[config.mk]
export PLATFORM = sky130hd
export DESIGN_NAME = mmu_req_arbiter
export DESIGN_NICKNAME = d
export VERILOG_FILES = /design/src/rtl/mmu_req_arbiter.sv
export SDC_FILE = /design/constraint.sdc
export NUM_CORES = 1
export LEC_CHECK = 0
export ABC_CLOCK_PERIOD_IN_PS = 1600
export BUFFER_PORTS_ARGS = -buffer_cell sky130_fd_sc_hd__buf_2
export CAP_MARGIN = 20
export CORE_AREA = 3 3 192 194
export CTS_BUF_LIST = sky130_fd_sc_hd__clkbuf_8
export CTS_CLUSTER_SIZE = 8
export DETAILED_ROUTE_END_ITERATION = 6
export DIE_AREA = 0 0 195 197
export SLEW_MARGIN = 10
export SYNTH_ARGS = -nofsm -noshare
export SYNTH_HDL_FRONTEND = slang
export SYNTH_SLANG_ARGS = --single-unit
[constraint.sdc]
create_clock -name i_clk -period 1.6 [get_ports i_clk]
set_input_delay 0 -clock i_clk [delete_from_list [all_inputs] [get_ports i_clk]]
set_output_delay 0 -clock i_clk [all_outputs]
set_load 0.03 [all_outputs]
[src/rtl/mmu_req_arbiter.sv]
// mmu_req_arbiter: single-outstanding round-robin arbiter (fetch x / data d)
// in front of the shared MMU port. Optional macro: RIVER_MMU_ARB_STATS_EN.
module mmu_req_arbiter #(
  parameter int ABITS           = 64,
  parameter int MemopType_Total = 7,
  parameter bit RR_INIT         = 1'b0
) (
  input  logic                       i_clk,
  input  logic                       i_nrst,
  input  logic                       i_x_req_valid,
  output logic                       o_x_req_ready,
  input  logic [ABITS-1:0]           i_x_req_addr,
  input  logic                       i_d_req_valid,
  output logic                       o_d_req_ready,
  input  logic [MemopType_Total-1:0] i_d_req_type,
  input  logic [ABITS-1:0]           i_d_req_addr,
  input  logic [63:0]                i_d_req_wdata,
  input  logic [7:0]                 i_d_req_wstrb,
  input  logic [1:0]                 i_d_req_size,
  output logic [63:0]                o_resp_data,
  output logic                       o_resp_fault,
  output logic                       o_x_resp_valid,
  input  logic                       i_x_resp_ready,
  output logic                       o_d_resp_valid,
  input  logic                       i_d_resp_ready,
  output logic                       o_mmu_req_valid,
  input  logic                       i_mmu_req_ready,
  output logic                       o_mmu_req_x,
  output logic [MemopType_Total-1:0] o_mmu_req_type,
  output logic [ABITS-1:0]           o_mmu_req_addr,
  output logic [63:0]                o_mmu_req_wdata,
  output logic [7:0]                 o_mmu_req_wstrb,
  output logic [1:0]                 o_mmu_req_size,
  input  logic                       i_mmu_resp_valid,
  output logic                       o_mmu_resp_ready,
  input  logic [63:0]                i_mmu_resp_data,
`ifdef RIVER_MMU_ARB_STATS_EN
  output logic [31:0]                o_stat_conflict,
`endif
  input  logic                       i_mmu_resp_fault
);

  typedef enum logic [1:0] {
    S_IDLE,
    S_WACC,
    S_WRSP,
    S_HOLD
  } state_t;

  state_t                     r_state;
  logic                       r_prio;
  logic                       r_owner_x;
  logic                       r_req_valid;
  logic                       r_req_x;
  logic [MemopType_Total-1:0] r_type;
  logic [ABITS-1:0]           r_addr;
  logic [63:0]                r_wdata;
  logic [7:0]                 r_wstrb;
  logic [1:0]                 r_size;
  logic                       r_resp_ready;
  logic [63:0]                r_resp_data;
  logic                       r_resp_fault;
  logic                       r_x_resp_valid;
  logic                       r_d_resp_valid;

  logic w_idle;
  logic w_gnt_x;
  logic w_gnt_d;
  logic w_done;

  // grant is only offered out of reset and in Idle; prio=1 favours d
  assign w_idle  = i_nrst & (r_state == S_IDLE);
  assign w_gnt_x = w_idle & i_x_req_valid
                 & (~i_d_req_valid | ~r_prio);
  assign w_gnt_d = w_idle & i_d_req_valid
                 & (~i_x_req_valid | r_prio);
  assign w_done  = (r_x_resp_valid & i_x_resp_ready)
                 | (r_d_resp_valid & i_d_resp_ready);

  assign o_x_req_ready    = w_gnt_x;
  assign o_d_req_ready    = w_gnt_d;
  assign o_mmu_req_valid  = r_req_valid;
  assign o_mmu_req_x      = r_req_x;
  assign o_mmu_req_type   = r_type;
  assign o_mmu_req_addr   = r_addr;
  assign o_mmu_req_wdata  = r_wdata;
  assign o_mmu_req_wstrb  = r_wstrb;
  assign o_mmu_req_size   = r_size;
  assign o_mmu_resp_ready = r_resp_ready;
  assign o_resp_data      = r_resp_data;
  assign o_resp_fault     = r_resp_fault;
  assign o_x_resp_valid   = r_x_resp_valid;
  assign o_d_resp_valid   = r_d_resp_valid;

  // transaction FSM: grant, forward, collect response, hand it back
  always_ff @(posedge i_clk or negedge i_nrst) begin
    if (!i_nrst) begin
      r_state        <= S_IDLE;
      r_prio         <= RR_INIT;
      r_owner_x      <= 1'b0;
      r_req_valid    <= 1'b0;
      r_req_x        <= 1'b0;
      r_type         <= '0;
      r_addr         <= '0;
      r_wdata        <= '0;
      r_wstrb        <= '0;
      r_size         <= '0;
      r_resp_ready   <= 1'b0;
      r_resp_data    <= '0;
      r_resp_fault   <= 1'b0;
      r_x_resp_valid <= 1'b0;
      r_d_resp_valid <= 1'b0;
    end else begin
      unique case (r_state)
        S_IDLE: begin
          if (w_gnt_x | w_gnt_d) begin
            r_state     <= S_WACC;
            r_req_valid <= 1'b1;
            r_owner_x   <= w_gnt_x;
            r_req_x     <= w_gnt_x;
            r_prio      <= w_gnt_x;
            if (w_gnt_x) begin
              r_type  <= '0;
              r_addr  <= i_x_req_addr;
              r_wdata <= '0;
              r_wstrb <= '0;
              r_size  <= 2'd3;
            end else begin
              r_type  <= i_d_req_type;
              r_addr  <= i_d_req_addr;
              r_wdata <= i_d_req_wdata;
              r_wstrb <= i_d_req_wstrb;
              r_size  <= i_d_req_size;
            end
          end
        end
        S_WACC: begin
          if (i_mmu_req_ready) begin
            r_req_valid  <= 1'b0;
            r_resp_ready <= 1'b1;
            r_state      <= S_WRSP;
          end
        end
        S_WRSP: begin
          if (i_mmu_resp_valid) begin
            r_resp_ready   <= 1'b0;
            r_resp_data    <= i_mmu_resp_data;
            r_resp_fault   <= i_mmu_resp_fault;
            r_x_resp_valid <= r_owner_x;
            r_d_resp_valid <= ~r_owner_x;
            r_state        <= S_HOLD;
          end
        end
        S_HOLD: begin
          if (w_done) begin
            r_x_resp_valid <= 1'b0;
            r_d_resp_valid <= 1'b0;
            r_state        <= S_IDLE;
          end
        end
        default: r_state <= S_IDLE;
      endcase
    end
  end

`ifdef RIVER_MMU_ARB_STATS_EN
  logic [31:0] r_stat_conflict;

  // saturating count of Idle cycles where both ports compete
  always_ff @(posedge i_clk or negedge i_nrst) begin
    if (!i_nrst) begin
      r_stat_conflict <= '0;
    end else if (w_idle & i_x_req_valid & i_d_req_valid
                 & (r_stat_conflict != 32'hFFFF_FFFF)) begin
      r_stat_conflict <= r_stat_conflict + 32'd1;
    end
  end

  assign o_stat_conflict = r_stat_conflict;
`endif

endmodule

==> flow_summary_export.csv <==
group,metric,value,unit
sta,hold_viol,0,
cts,clock_sinks,217,
cts,clk_pin_slew,0.06,ns
critical_path,slowest_stage,"dfrtp_1",
die,start_util,23.9,%
critical_path,crit_path_end_kind,"register",
die,rows,69,
cts,cts_max_level,2,
synthesis,ys_warn_count,0,
sta,tns,-14.85,ns
routing,ant_nets,0,
sta,fmax,559,MHz
placed_design,io_buffers,498,
cts,clk_latency,0.54,ns
sta,tightest_slew,0.916,ns
sta,period_share,112,%
synthesis,ys.flop_type,"dfrtp_1",
routing,wl_per_cell,20.3,µm
cts,cts_tree,"done",
synthesis,ys_ff_latch,217,
critical_path,required,2.03,ns
sta,whs,0.112,ns
global_route,antenna_found_initial,4,
global_route,grt_pass1_wl,57800,µm
die,core,35400,µm²
routing,first_pass_iters,4,
sta,slew_viol_final,0,
critical_path,cp_cell_sequence,"inv_2 > ha_4 > nand2_4 > nor3_4 > buf_4 > bufbuf_16 > mux2i_1 > o21ai_1",
outcome,status,"complete, but fails checks",
die,die_h,197,µm
cts,cts.path.max_buffers,3,
routing,route.detailed.drc,0,
global_route,grt_max_degree,161,
synthesis,synth_most_common_cell,"dfrtp_1",
synthesis,synth.area.top_cells,"dfrtp_1 (64%), mux2_2 (8.8%), a22o_1 (8.6%), nand2_1 (4.7%), mux2i_1 (3.4%)",
synthesis,synth_edf_count,0,
global_route,grt_use_total,19.1,%
routing,drt-total-wl,41000,µm
routing,vias_per_cell,4.56,
sta,fin_ws,-0.190,ns
die,die_area,38400,µm²
synthesis,yosys.area.top_type,"dfrtp_1",
synthesis,netlist_instances,644,
placed_design,place.gp.congestion,0.854,
synthesis,synthesis.area,8460,µm²
critical_path,cp_slowest_stage_delay,0.38,ns
synthesis,synth.net_count,930,
routing,drtIter0Drc,317,
synthesis,synth_top_area_share,64.2,%
critical_path,cp.arrival,2.22,ns
placed_design,dpl.hpwl,21800,µm
critical_path,startpoint_type,"register",
synthesis,async_reset_ff_share,100,%
final_layout,syn_to_final_growth,103,%
synthesis,ys_seq_area_share,64.2,%
synthesis,ys_types,28,
final_layout,drive_above_1_share,50.4,%
sta,finClkSkew,0.0117,ns
cts,cts-buffers-inserted,39,
power,peakVddDrop,1.26,mV
hold_path,hold_class,"in -> reg",
synthesis,avgSynthCellArea,13.1,µm²
job,maxCapViolCount,0,
power,powerDensity,1780,nW/µm²
die,die_w,195,µm
global_route,gr-total-overflow,0,
critical_path,crit_fanout,15,
sta,slew_headroom,39.0,%
synthesis,ys_top_cells_by_count,"dfrtp_1 (217), nand2_1 (107), a22o_1 (83)",
global_route,first_global_vias,9995,
routing,vias,9218,
sta,min_period,1.79,ns
sta,setup-violations-final,174,
die,io_pins,499,
cts,ctsRootBufferMaster,"clkbuf_8",
outcome,violations,"setup timing",
final_layout,final_net_count,1815,
placed_design,pre_cts_ws,-0.279,ns
power,p_leak,8.83,nW
sta,rsz0062_at_grt,"yes",
critical_path,crit_type,"reg -> reg",
-- cells by family (layout without fill, tap and decap cells) --
| group | Yosys count | in the layout | share of synthesized area, % |
|---|---|---|---|
| DFF | 217 | 217 | 64.2 |
| other | 0 | 5 | 0 |
| and+or+nand+nor | 118 | 118 | 5.43 |
| adders and majority gates | 4 | 4 | 0.591 |
| muxes | 95 | 95 | 12.2 |
| buffers and inverters | 52 | 960 | 3.27 |
| AOI/OAI and AO/OA | 158 | 161 | 14.3 |
-- metrics by stage --
step                power (W)  cell area, µm²  cells  util [%]
global placement       0.0220           11900   1607      33.6
floorplan              0.0175            8480    644         -
detailed placement     0.0222           11900   1607      33.6
CTS                    0.0299           16600   1989      47.0
global route           0.0322           17200   2020      48.6
finish                 0.0307           17200   2021      48.6
-- power by group --
part           internal (W)  switching, W
clock               0.00274       0.00235
combinational       0.00671       0.00948
sequential          0.00796       0.00146
-- state kept, by name, summed over array words and instances (netlist names) --
register	flops
o_mmu_req_valid	1
o_mmu_req_type	7
o_mmu_resp_ready	1
o_resp_fault	1
o_x_resp_valid	1
o_mmu_req_wstrb	8
o_mmu_req_wdata	64
o_resp_data	64
o_mmu_req_addr	64
o_mmu_req_x	1
o_mmu_req_size	2
r_state	2
o_d_resp_valid	1
-- area by class of cell --
cell class	count	area, µm²
antenna	5	12.5
clock buffer	49	674
clock inverter	18	81.3
fill	2968	18200
inverter	7	28.8
multi-input combinational	378	3310
sequential	217	5430
tap	461	577
timing repair buffer	886	7100
-- critical path, delay by kind of cell, from the launching register on --
kind | cells | cell delay (ns)
buf+inv | 3 | 0.57
flops | 1 | 0.38
simple gates | 2 | 0.25
fa+ha+maj | 1 | 0.16
compound gates | 1 | 0.09
mux | 1 | 0.23
-- final timing paths --
check	startpoint	endpoint	slack (ns)	depth (start not counted)
min in group asynchronous	i_nrst	o_mmu_resp_ready	0.32	3
hold reg to reg	o_mmu_req_addr[45]	o_mmu_req_addr[45]	0.48	2
setup / recovery	r_state[1]	o_mmu_req_addr[24]	-0.19	8
hold / removal	i_x_resp_ready	r_state[0]	0.11	6
setup reg to reg	r_state[1]	o_mmu_req_addr[24]	-0.19	8
max in group asynchronous	i_nrst	o_mmu_req_wdata[27]	0.56	3
-- placed cells by master, fill, tap and decap left out, types with 4 or more instances in the layout --
| master | instances |
|---|---|
| a22o_1 | 83 |
| a22oi_2 | 36 |
| buf_12 | 27 |
| buf_16 | 7 |
| buf_2 | 495 |
| buf_4 | 30 |
| buf_6 | 16 |
| buf_8 | 14 |
| bufbuf_16 | 4 |
| clkbuf_16 | 14 |
| clkbuf_8 | 49 |
| dfrtp_1 | 217 |
| diode_2 | 5 |
| dlygate4sd3_1 | 279 |
| inv_1 | 16 |
| mux2_4 | 64 |
| mux2i_1 | 26 |
| nand2_1 | 105 |
| nor2_1 | 5 |
| o21ai_1 | 27 |
-- routing by layer --
| layer | part of all wire, % | GRT usage (%) | vias to the layer above |
|---|---|---|---|
| met2 | 50 | 33.2 | 532 |
| met4 | 4.5 | 8.98 | 0 |
| li1 | - | - | 4117 |
| met5 | 0 | 0 | - |
| met1 | 38 | 22.0 | 4460 |
| met3 | 7.5 | 4.94 | 109 |
-- what timing repair did --
| item | in CTS | in global routing |
|---|---|---|
| resized for setup | 152 | 36 |
| pin swaps | 71 | 8 |
| endpoints found under the hold margin | 432 | 0 |
| gates cloned | 12 | 23 |
| setup endpoints to repair | 209 | 217 |
| hold buffers | 279 | 0 |
| setup buffers | 26 | 8 |
No activity file was read; power rests on OpenSTA's default activity.
